**src/rtl/wb_bus_decoder.sv**
```systemverilog
// Wishbone classic 1-master / N-slave router: registered decode, unmapped-address error responder.
// Optional bus timeout when WB_TIMEOUT_EN is defined.
module wb_bus_decoder #(
   parameter int N_SLAVES       = 5,
   parameter int AW             = 32,
   parameter int DW             = 32,
   parameter logic [N_SLAVES*AW-1:0] SLAVE_BASE =
      {32'h4000_0000, 32'h3000_0000, 32'h2000_0000, 32'h1000_0000, 32'h0000_0000},
   parameter logic [N_SLAVES*AW-1:0] SLAVE_MASK = {N_SLAVES{32'hF000_0000}},
   parameter int TIMEOUT_CYCLES = 255
) (
   input  logic                     clk,
   input  logic                     reset_n,
   input  logic [AW-1:0]            m_adr_i,
   input  logic [DW-1:0]            m_dat_i,
   input  logic [DW/8-1:0]          m_sel_i,
   input  logic                     m_we_i,
   input  logic                     m_cyc_i,
   input  logic                     m_stb_i,
   output logic [DW-1:0]            m_dat_o,
   output logic                     m_ack_o,
   output logic                     m_err_o,
   output logic [N_SLAVES*AW-1:0]   s_adr_o,
   output logic [N_SLAVES*DW-1:0]   s_dat_o,
   output logic [N_SLAVES*DW/8-1:0] s_sel_o,
   output logic [N_SLAVES-1:0]      s_we_o,
   output logic [N_SLAVES-1:0]      s_cyc_o,
   output logic [N_SLAVES-1:0]      s_stb_o,
   input  logic [N_SLAVES*DW-1:0]   s_dat_i,
   input  logic [N_SLAVES-1:0]      s_ack_i,
   input  logic [N_SLAVES-1:0]      s_err_i,
   output logic                     busy_o,
   output logic [AW-1:0]            last_err_adr_o
);
   typedef enum logic [1:0] {S_IDLE, S_ACTIVE, S_DERR} state_t;

   state_t              r_state, w_next;
   logic [N_SLAVES-1:0] r_sel, w_hit;
   logic [AW-1:0]       r_last_err;
   logic [DW-1:0]       w_sdat;
   logic                w_req, w_sack, w_serr, w_tout;

   assign w_req  = m_cyc_i & m_stb_i;
   assign w_sack = |(s_ack_i & r_sel);
   assign w_serr = |(s_err_i & r_sel);

   // Scan high-to-low so the lowest matching slot overwrites the rest.
   always_comb begin
      w_hit = '0;
      for (int i = N_SLAVES - 1; i >= 0; i--) begin
         if ((m_adr_i & SLAVE_MASK[i*AW +: AW]) == SLAVE_BASE[i*AW +: AW]) begin
            w_hit    = '0;
            w_hit[i] = 1'b1;
         end
      end
   end

   always_comb begin
      w_sdat = '0;
      for (int i = 0; i < N_SLAVES; i++)
         if (r_sel[i]) w_sdat = w_sdat | s_dat_i[i*DW +: DW];
   end

`ifdef WB_TIMEOUT_EN
   localparam int CW = $clog2(TIMEOUT_CYCLES + 1);
   logic [CW-1:0] r_cnt;

   // A slave response on the last allowed cycle takes priority over the timeout.
   assign w_tout = (r_state == S_ACTIVE) && m_cyc_i && !w_sack && !w_serr &&
                   (r_cnt == CW'(TIMEOUT_CYCLES - 1));

   always_ff @(posedge clk or negedge reset_n) begin
      if (!reset_n)                                       r_cnt <= '0;
      else if (r_state != S_ACTIVE)                       r_cnt <= '0;
      else if (!w_sack && !w_serr)                        r_cnt <= r_cnt + 1'b1;
   end
`else
   assign w_tout = 1'b0;
`endif

   always_comb begin
      w_next  = r_state;
      s_cyc_o = '0;
      s_stb_o = '0;
      m_ack_o = 1'b0;
      m_err_o = 1'b0;
      m_dat_o = '0;
      case (r_state)
         S_IDLE: begin
            if (w_req) w_next = (|w_hit) ? S_ACTIVE : S_DERR;
         end
         S_ACTIVE: begin
            if (!m_cyc_i) begin
               w_next = S_IDLE;
            end else begin
               if (!w_tout && m_stb_i) begin
                  s_cyc_o = r_sel;
                  s_stb_o = r_sel;
               end
               m_dat_o = w_sdat;
               m_err_o = w_serr | w_tout;
               m_ack_o = w_sack & ~w_serr;
               if (w_sack || w_serr || w_tout) w_next = S_IDLE;
            end
         end
         S_DERR: begin
            w_next  = S_IDLE;
            m_err_o = m_cyc_i;
         end
         default: w_next = S_IDLE;
      endcase
   end

   always_ff @(posedge clk or negedge reset_n) begin
      if (!reset_n) begin
         r_state    <= S_IDLE;
         r_sel      <= '0;
         r_last_err <= '0;
      end else begin
         r_state <= w_next;
         if (r_state == S_IDLE && w_req)             r_sel <= w_hit;
         else if (r_state != S_IDLE && w_next == S_IDLE) r_sel <= '0;
         if ((r_state == S_DERR && m_cyc_i) || w_tout) r_last_err <= m_adr_i;
      end
   end

   assign s_adr_o        = {N_SLAVES{m_adr_i}};
   assign s_dat_o        = {N_SLAVES{m_dat_i}};
   assign s_sel_o        = {N_SLAVES{m_sel_i}};
   assign s_we_o         = {N_SLAVES{m_we_i}};
   assign busy_o         = (r_state != S_IDLE);
   assign last_err_adr_o = r_last_err;
endmodule

```
**config.mk**
```make
export PLATFORM = sky130hd
export DESIGN_NAME = wb_bus_decoder
export DESIGN_NICKNAME = d
export VERILOG_FILES = /design/src/rtl/wb_bus_decoder.sv
export SDC_FILE = /design/constraint.sdc
export NUM_CORES = 1
export LEC_CHECK = 0
export ABC_AREA = 1
export CAP_MARGIN = 5
export CORE_AREA = 2 2 256 258
export DETAILED_ROUTE_END_ITERATION = 10
export DIE_AREA = 0 0 258 260
export PLACE_DENSITY = 0.44
export SLEW_MARGIN = 25
export SYNTH_ARGS = -nofsm -noshare
export SYNTH_HDL_FRONTEND = slang
export SYNTH_SLANG_ARGS = --single-unit
```
**constraint.sdc**
```tcl
create_clock -name clk -period 2.8 [get_ports clk]
set_input_delay 0.56 -clock clk [delete_from_list [all_inputs] [get_ports clk]]
set_output_delay 0.56 -clock clk [all_outputs]
set_load 0.02 [all_outputs]
```
==> run metrics <==
status complete, no violations; setup ws final 96.2 ps; CTS Root Cell clkbuf_16; io pins 665; max_slew headroom 0.630; measured slew at the worst slew-check pin 555 ps; Global Route Usage Sum 0.0588; Final nets roughly 1100; n_diodes 0; via count around 4700; RSZ-0062 raised after global routing false; final instance area 8550 um2; CP arrival 2140 ps; DRT iter0 DRCs 170; CP max FO 2; Post-Syn Area 5360 um2; Tot Pwr 3.84 mW; Ys Warns 0; ANT nets after route 0; Initial Util 0.0836; number of global-route vias before repair 4891; placed cells 1660; WS Path Type input pin to output pin; commonest cells after routing, fill and taps aside 430 x clkdlybuf4s50_1, 124 x nand2_1, 41 x nand3_1; P_int 2.38 mW; Hold Vio Cnt, Final 0; dpl ws -7.01 ps; Worst setup EP type output pin; most common cell after layout, fill and taps aside clkdlybuf4s50_1; port buffer count 442; ys flop type dfrtp_1; Synth area leader buf_4; Worst Hold Class input pin to asynchronous set/reset pin; Placed Instance Area about 8400 um2; Reg power frac 0.246; register area share after synthesis 0.182; Die X 258 um; syn avg cell area around 7.5 um2; pwr dens between 400 and 500 nW/um2; pin count of the biggest net entering global routing 40; Seq cells post-synth 39; vias per std cell 2.82; count of cell types in the netlist 26; final setup TNS 0 ps; Yosys top cell area share 0.490; Critical Path Source s_ack_i[0]; asr flop ratio synth 1.00; period utilization 0.966; H-tree depth 2; WL per Instance 12.7 um; Max VDD drop 0.000186 V; Area Growth Syn to Fin 59.6%; net switching share of the total power 0.380; global-route wire length before repair 29.7 mm; Overflow after GRT 0; layout cells sized above 1 0.0898; Worst R2R Start r_state[0]; clk slew on worst S/H paths approximately 60 ps; net load switching power 1.46 mW; max-cap viol count 0; share of total power in the clock network 0.155; RD Place Congestion 0.770; Leak 3.17 nW; CP Data Required Time around 2200 ps; Post-synth EDFFs 0; clk_skew between 8 and 9 ps; Clk Latency, worst-skew pair about 300 ps; cts bufs inserted 5; syn_nets 959; synth top area cells buf_4 49%, dfrtp_1 18%, nand2_1 8.8%, mux2_2 5.7%, a221oi_1 5.2%; core box area 64100 um2; R2R depth 5; Pre-antenna DRT Iters 5; Max Clock Freq roughly 370 MHz; clock buffer depth 2; Die H 260 um; standard-cell rows 93; DIE AREA around 67000 um2; DP HPWL approximately 18 mm; fin crit period ~2700 ps; DRT Wirelength 21.2 mm; initial antenna violation count 2; final setup fails 0; post-cts hold buffer count 0; Sink Count 39; Max Slew Vio Count 0; cells after synthesis 713; combinational power share 0.599; Cell Count, Final, Fillers Out 1668; CTS tree done; startpoint types input pin; DRC Markers 0
## metrics by stage
| stage | utilization | hold slack, ps |
|---|---|---|
| CTS | 0.133 | 449 |
| global placement | 0.131 | 480 |
| detailed placement | 0.131 | 476 |
| finish | 0.133 | 250 |
| floorplan | - | 264 |
| global route | 0.133 | 288 |
## timing repair
action                                  4_1_cts  5_1_grt
gates resized for setup                       5        9
setup buffers                                 1        0
endpoints found under the setup margin        8        8
## power groups by stage
stage	sequential, mW	clock (mW)	combinational, mW
global placement	0.959	0	2.34
global route	0.981	0.663	2.45
finish	0.946	0.596	2.30
floorplan	1.23	0	1.28
CTS	0.950	0.642	2.36
detailed placement	0.962	0	2.35
## registers in the layout, indices dropped and copies added, names as in the netlist
name            count
r_state             2
last_err_adr_o     32
r_sel               5
## synthesized netlist by cell type, drive strengths merged, types with 3 or more instances
master	n
nand3	42
inv	7
o21ai	4
nand4	4
nor2	41
ha	3
nand2	128
buf	364
mux2	29
a221oi	32
clkbuf	12
dfrtp	39
## per-layer routing
layer / track usage / wire length (um) / vias up
li1: - / - / 2153
met1: 0.0552 / 6980 / 2084
met2: 0.0987 / 9870 / 358
met3: 0.0274 / 2660 / 102
met4: 0.0480 / 1680 / 2
met5: 0 / 7 / -
## final timing paths
path	endpoint	slack [ps]
min in group clk	last_err_adr_o[29]	490
min reg2reg	last_err_adr_o[29]	490
max reg2reg	last_err_adr_o[9]	1070
max	m_ack_o	100
max in group asynchronous	r_sel[3]	2140
min	last_err_adr_o[8]	250
## logic make-up (layout without fill, tap and decap cells)
| logic type | Yosys count | count (layout) | share of synthesized area |
|---|---|---|---|
| buffers and inverters | 383 | 483 | 0.519 |
| and+or+nand+nor | 218 | 218 | 0.169 |
| AOI/OAI and AO/OA | 41 | 41 | 0.0621 |
| DFF | 39 | 39 | 0.182 |
| muxes | 29 | 29 | 0.0609 |
| adders and majority gates | 3 | 3 | 0.00701 |
## layout make-up
class	instances	area, um2
clock buffers	6	139
fillers	7252	55600
flip-flops and latches	39	980
multi-input cells	291	1610
well taps	855	1070
clock inverters	1	5.00
repair buffers	469	4730
inverters	7	26.3
## critical path: stages
cell and delay, ps:
clkdlybuf4s50_1 490, nand2_1 70, nand2_1 90, nor2_1 70
nor4_1 190, clkdlybuf4s50_1 660
Note: power is estimated with default switching activity, not from simulation.
